`src/rtl/irq_sequencer.sv`:
```
// irq_sequencer
//   Takes over the register file and data-memory port from the execute FSM
//   to run interrupt entry (push PC, push SR, clear SR, fetch vector, load PC)
//   and RETI (pop SR, pop PC). The execute FSM yields both resources while
//   busy=1.
//
// Ports
//   clk, srst       clock (rising edge); asynchronous active-high reset
//   irq[NIRQ]       level-sensitive requests, index 0 has highest priority
//   boundary        instruction boundary; sequences may only start here
//   reti            one-cycle strobe from the RETI decoder
//   flags           current SR (bit 3 = GIE)
//   busy            sequence in progress
//   irq_ack         one-hot pulse in the cycle PC is loaded from the vector
//   regno, store, data_in, As, bytemode, post_inc, sp_dec, reg_value
//                   register file control and read-back
//   mem_addr, mem_wdata, mem_we, mem_re, mem_rdata, mem_ready
//                   data-memory port; mem_ready completes the access
module irq_sequencer #(
    parameter int          NIRQ     = 8,
    parameter logic [15:0] VEC_BASE = 16'hFFE0
) (
    input  logic            clk,
    input  logic            srst,
    input  logic [NIRQ-1:0] irq,
    input  logic            boundary,
    input  logic            reti,
    input  logic [15:0]     flags,
    output logic            busy,
    output logic [NIRQ-1:0] irq_ack,
    output logic [3:0]      regno,
    output logic            store,
    output logic [15:0]     data_in,
    output logic [1:0]      As,
    output logic            bytemode,
    output logic            post_inc,
    output logic            sp_dec,
    input  logic [15:0]     reg_value,
    output logic [15:0]     mem_addr,
    output logic [15:0]     mem_wdata,
    output logic            mem_we,
    output logic            mem_re,
    input  logic [15:0]     mem_rdata,
    input  logic            mem_ready
);

    localparam int IW = (NIRQ > 1) ? $clog2(NIRQ) : 1;

    localparam logic [3:0] REG_PC = 4'd0;
    localparam logic [3:0] REG_SP = 4'd1;
    localparam logic [3:0] REG_SR = 4'd2;

    localparam logic [3:0] S_IDLE    = 4'd0;
    localparam logic [3:0] S_RD_PC   = 4'd1;
    localparam logic [3:0] S_PUSH_PC = 4'd2;
    localparam logic [3:0] S_RD_SR   = 4'd3;
    localparam logic [3:0] S_PUSH_SR = 4'd4;
    localparam logic [3:0] S_CLR_SR  = 4'd5;
    localparam logic [3:0] S_RD_VEC  = 4'd6;
    localparam logic [3:0] S_LD_PC   = 4'd7;
    localparam logic [3:0] S_POP_SR  = 4'd8;
    localparam logic [3:0] S_INC1    = 4'd9;
    localparam logic [3:0] S_WR_SR   = 4'd10;
    localparam logic [3:0] S_POP_PC  = 4'd11;
    localparam logic [3:0] S_INC2    = 4'd12;
    localparam logic [3:0] S_WR_PC   = 4'd13;

    logic [3:0]    state_reg;
    logic [3:0]    state_next;
    logic [15:0]   pc_q;
    logic [15:0]   sr_q;
    logic [15:0]   vec_q;
    logic [IW-1:0] idx_q;
    logic [IW-1:0] irq_idx;
    logic          start_entry;
    logic [15:0]   vec_addr;

    // Lowest set index wins: scan from the top so the last hit is the lowest.
    always_comb begin
        irq_idx = '0;
        for (int i = NIRQ - 1; i >= 0; i--) begin
            if (irq[i]) irq_idx = IW'(i);
        end
    end

    assign start_entry = boundary & flags[3] & (|irq);
    assign vec_addr    = VEC_BASE + 16'({idx_q, 1'b0});

    always_comb begin
        state_next = state_reg;
        case (state_reg)
            S_IDLE: begin
                // Entry takes precedence; a coincident reti is dropped.
                if (start_entry)  state_next = S_RD_PC;
                else if (reti)    state_next = S_POP_SR;
            end
            S_RD_PC:   state_next = S_PUSH_PC;
            S_PUSH_PC: if (mem_ready) state_next = S_RD_SR;
            S_RD_SR:   state_next = S_PUSH_SR;
            S_PUSH_SR: if (mem_ready) state_next = S_CLR_SR;
            S_CLR_SR:  state_next = S_RD_VEC;
            S_RD_VEC:  if (mem_ready) state_next = S_LD_PC;
            S_LD_PC:   state_next = S_IDLE;
            S_POP_SR:  if (mem_ready) state_next = S_INC1;
            S_INC1:    state_next = S_WR_SR;
            S_WR_SR:   state_next = S_POP_PC;
            S_POP_PC:  if (mem_ready) state_next = S_INC2;
            S_INC2:    state_next = S_WR_PC;
            S_WR_PC:   state_next = S_IDLE;
            default:   state_next = S_IDLE;
        endcase
    end

    always_ff @(posedge clk or posedge srst) begin
        if (srst) begin
            state_reg <= S_IDLE;
            pc_q      <= '0;
            sr_q      <= '0;
            vec_q     <= '0;
            idx_q     <= '0;
        end else begin
            state_reg <= state_next;
            case (state_reg)
                S_IDLE:   if (start_entry) idx_q <= irq_idx;
                S_RD_PC:  pc_q <= reg_value;
                S_RD_SR:  sr_q <= reg_value;
                S_RD_VEC: if (mem_ready) vec_q <= mem_rdata;
                S_POP_SR: if (mem_ready) sr_q <= mem_rdata;
                S_POP_PC: if (mem_ready) pc_q <= mem_rdata;
                default: ;
            endcase
        end
    end

    // Outputs are a pure decode of state, so an asynchronous reset forces
    // them all to zero immediately.
    always_comb begin
        busy      = (state_reg != S_IDLE);
        regno     = REG_PC;
        store     = 1'b0;
        data_in   = '0;
        post_inc  = 1'b0;
        sp_dec    = 1'b0;
        mem_addr  = '0;
        mem_wdata = '0;
        mem_we    = 1'b0;
        mem_re    = 1'b0;
        case (state_reg)
            S_RD_PC: regno = REG_PC;
            S_PUSH_PC, S_PUSH_SR: begin
                // sp_dec stays high through wait states; the register file
                // decrements once per rising edge of sp_dec, and reg_value
                // already reflects the decremented SP.
                regno     = REG_SP;
                sp_dec    = 1'b1;
                mem_we    = 1'b1;
                mem_addr  = reg_value;
                mem_wdata = (state_reg == S_PUSH_PC) ? pc_q : sr_q;
            end
            S_RD_SR: regno = REG_SR;
            S_CLR_SR: begin
                regno = REG_SR;
                store = 1'b1;
            end
            S_RD_VEC: begin
                mem_re   = 1'b1;
                mem_addr = vec_addr;
            end
            S_LD_PC: begin
                regno   = REG_PC;
                store   = 1'b1;
                data_in = vec_q;
            end
            S_POP_SR, S_POP_PC: begin
                regno    = REG_SP;
                mem_re   = 1'b1;
                mem_addr = reg_value;
            end
            S_INC1, S_INC2: begin
                regno    = REG_SP;
                post_inc = 1'b1;
            end
            S_WR_SR: begin
                regno   = REG_SR;
                store   = 1'b1;
                data_in = sr_q;
            end
            S_WR_PC: begin
                regno   = REG_PC;
                store   = 1'b1;
                data_in = pc_q;
            end
            default: ;
        endcase
    end

    assign As       = 2'b00;
    assign bytemode = 1'b0;

    genvar gi;
    generate
        for (gi = 0; gi < NIRQ; gi++) begin : g_ack
            assign irq_ack[gi] = (state_reg == S_LD_PC) && (idx_q == IW'(gi));
        end
    endgenerate

endmodule

```
`config.mk`:
```
export PLATFORM = sky130hd
export DESIGN_NAME = irq_sequencer
export DESIGN_NICKNAME = d
export VERILOG_FILES = /design/src/rtl/irq_sequencer.sv
export SDC_FILE = /design/constraint.sdc
export NUM_CORES = 1
export LEC_CHECK = 0
export ABC_AREA = 0
export BUFFER_PORTS_ARGS = -buffer_cell sky130_fd_sc_hd__buf_4
export CORE_UTILIZATION = 35
export DETAILED_ROUTE_END_ITERATION = 10
export GPL_TIMING_DRIVEN = 0
export PLACE_DENSITY_LB_ADDON = 0.12
export RECOVER_POWER = 50
export SLEW_MARGIN = 20
export SYNTH_ARGS = -nofsm -noshare
export SYNTH_HDL_FRONTEND = slang
export SYNTH_SLANG_ARGS = --single-unit
```
`constraint.sdc`:
```
create_clock -name clk -period 5.25 [get_ports clk]
set_input_delay 0.525 -clock clk [delete_from_list [all_inputs] [get_ports clk]]
set_output_delay 0.525 -clock clk [all_outputs]
set_load 0.05 [all_outputs]
```
==> impl_metrics.env <==
export IMPL_grt_pass1_vias=3292
export IMPL_final_min_clock_period_ns=3.68
export IMPL_placed_area_mm2=0.00445
export IMPL_hold_buffers=0
export IMPL_initial_core_util=0.366
export IMPL_end_kind="output port"
export IMPL_synth_top_area_cell="dfrtp_1"
export IMPL_finalHoldViolCount=0
export IMPL_design_area_mm2=0.00454
export IMPL_powerDensity_mw_per_mm2=742
export IMPL_path_cells="clkbuf_1 -> clkbuf_1 -> nand2_1 -> nor3_2 -> clkbuf_1 -> a222oi_1 -> inv_1 -> buf_4"
export IMPL_cts_buffer_depth=2
export IMPL_period_share=0.701
export IMPL_hpwl_um=8110
export IMPL_rsz0062_at_grt="no"
export IMPL_seq_area_frac_synth=0.401
export IMPL_criticalPathCategory="reg -> out"
export IMPL_grt_use_total=0.227
export IMPL_crit_top_cell="clkbuf_1"
export IMPL_post_cts_buffers=0
export IMPL_grt_max_degree=30
export IMPL_p_leak_nw=2.25
export IMPL_core_area_mm2=0.00937
export IMPL_syn_avg_cell_area_um2=8.68
export IMPL_fp_row_count=35
export IMPL_violations="capacitance limit, slew limit"
export IMPL_grt_pass1_wl_um=17500
export IMPL_cts_made_buffers=5
export IMPL_skew_ns=0.0116
export IMPL_dpl_cell_count=638
export IMPL_peakVddDrop_v=0.000440
export IMPL_top_regs="pc_q x16, sr_q x16, vec_q x16"
export IMPL_dr_pass1_iters=5
export IMPL_vias=3440
export IMPL_syn_inst=395
export IMPL_ys_ff_latch=55
export IMPL_syn_area_mm2=0.00343
export IMPL_clk_pin_slew_ns=0.10
export IMPL_clk_latency_ns=0.31
export IMPL_worstSetupStartpointType="flop"
export IMPL_synth_cell_types=42
export IMPL_io_pins=130
export IMPL_setup_ws_ns=1.57
export IMPL_cts_tree="built"
export IMPL_wire_per_inst_um=17.7
export IMPL_die_w_um=101
export IMPL_drive_gt1_frac=0.286
export IMPL_cts_root_buf="clkbuf_8"
export IMPL_final_common_cell="buf_4"
export IMPL_final_cell_mix="buf_4 (114), nand2_1 (62), dfrtp_1 (55)"
export IMPL_cts_resized=0
export IMPL_worst_slew_pin_slew_ns=1.69
export IMPL_port_buffers=109
export IMPL_synth_area_leaders="dfrtp_1 (40%), mux2i_1 (9.6%), nand2_1 (6.8%)"
export IMPL_critPathMaxStageDelay_ns=0.59
export IMPL_maxSlewHeadroom=-0.125
export IMPL_critPathArrivalTime_ns=3.15
export IMPL_antenna_found_initial=0
export IMPL_report_final_slew_viol_count=30
export IMPL_synth_edf_count=0
export IMPL_wl_um=11400
export IMPL_htreeDepth=2
export IMPL_drtIter0Drc=269
export IMPL_run_status="finished with violations"
export IMPL_cp_required_ns=4.72
export IMPL_fmax_mhz=272
export IMPL_grt_overflow=0
export IMPL_die_area_mm2=0.0102
export IMPL_setup_viol=0
export IMPL_antenna_left=0
export IMPL_drt_vias_per_instance=5.33
export IMPL_synth_ff_type="dfrtp_1"
export IMPL_ys_warn_count=0
export IMPL_slowest_stage="nor3_2"
export IMPL_crit_fanout=10
export IMPL_hold_class="in -> reg"
export IMPL_final_nets=577
export IMPL_synth_top_cell_area_share=0.401
export IMPL_syn_to_final_growth_pct=32.5
export IMPL_maxCapViolCount=1
export IMPL_drc=0
export IMPL_antenna_cells=0
export IMPL_setup_tns_ns=0
export IMPL_finalNonFillerCells=646
export IMPL_cts_num_sinks=55
export IMPL_die_h_um=101
export IMPL_gp_congestion=0.871
export IMPL_async_reset_ff_frac=1.00
export IMPL_pre_cts_ws_ns=2.02
[worst paths after layout]
path	cells past startpoint	start	end	slack (ns)
setup / recovery	8	state_reg[1]$_DFFE_PP0P_	data_in[5]	1.57
hold / removal	2	irq[0]	idx_q[1]$_DFFE_PP0P_	0.40
setup reg to reg	6	state_reg[0]$_DFFE_PP0P_	pc_q[1]$_DFFE_PP0P_	2.38
hold reg to reg	2	pc_q[9]$_DFFE_PP0P_	pc_q[9]$_DFFE_PP0P_	0.52
max in group asynchronous	3	srst	sr_q[9]$_DFFE_PP0P_	2.72
min in group asynchronous	2	srst	vec_q[15]$_DFFE_PP0P_	0.46
[Yosys cell counts (all sizes together) (5+ instances only)]
cell type and number:
nand2b 5, nand2 62, mux2i 33, inv 22, a222oi 16, dfrtp 55, a21o 12, nor3 9
clkbuf 19, a21oi 37, nor2 28, o21ai 22, buf 18, mux2 16
[power breakdown]
part | internal (mW) | switching [mW]
registers | 0.634 | 0.158
clock network | 0.191 | 0.145
logic | 0.712 | 1.53
total | 1.54 | 1.83
[cell families (layout without fill, tap and decap cells)]
family,count (synthesis),in the layout,synth area share
and+or+nand+nor,128,128,0.167
xor gates and xnor gates,1,1,0.00255
AOI/OAI and AO/OA,102,102,0.201
buffers and inverters,59,177,0.0788
other,1,5,0.00109
muxes,49,49,0.149
DFF,55,55,0.401
[critical path, delay by kind of cell (launching register included)]
| family | cells | cell delay [ns] |
|---|---|---|
| AOI/OAI and AO/OA | 1 | 0.24 |
| and+or+nand+nor | 2 | 0.74 |
| DFF | 1 | 0.33 |
| buffers and inverters | 5 | 1.53 |
[metal layers]
| metal | vias up | track usage | wire [um] |
|---|---|---|---|
| met3 | 25 | 0.0284 | 731 |
| met4 | 0 | 0.0836 | 218 |
| met2 | 141 | 0.356 | 5410 |
| li1 | 1621 | - | - |
| met5 | - | 0 | 0 |
| met1 | 1653 | 0.321 | 5050 |
[stage by stage]
stage / power (mW) / hold slack (ns) / util
4_1_cts: 3.39 / 0.203 / 0.489
3_5_place_dp: 3.06 / 0.495 / 0.475
2_1_floorplan: 2.38 / 0.471 / -
6_report: 3.37 / 0.402 / 0.485
3_3_place_gp: 3.02 / 0.488 / 0.472
5_1_grt: 3.56 / 0.402 / 0.485
[final cells by class]
cell class | count | area, um2
sequential | 55 | 1380
inverter | 22 | 83.8
clock buffer | 6 | 72.6
buffer | 37 | 174
tap | 129 | 161
clock inverter | 2 | 60.1
timing repair buffer | 110 | 822
fill | 959 | 4830
multi-input combinational | 285 | 1790
Note: power is estimated with default switching activity, not from simulation.
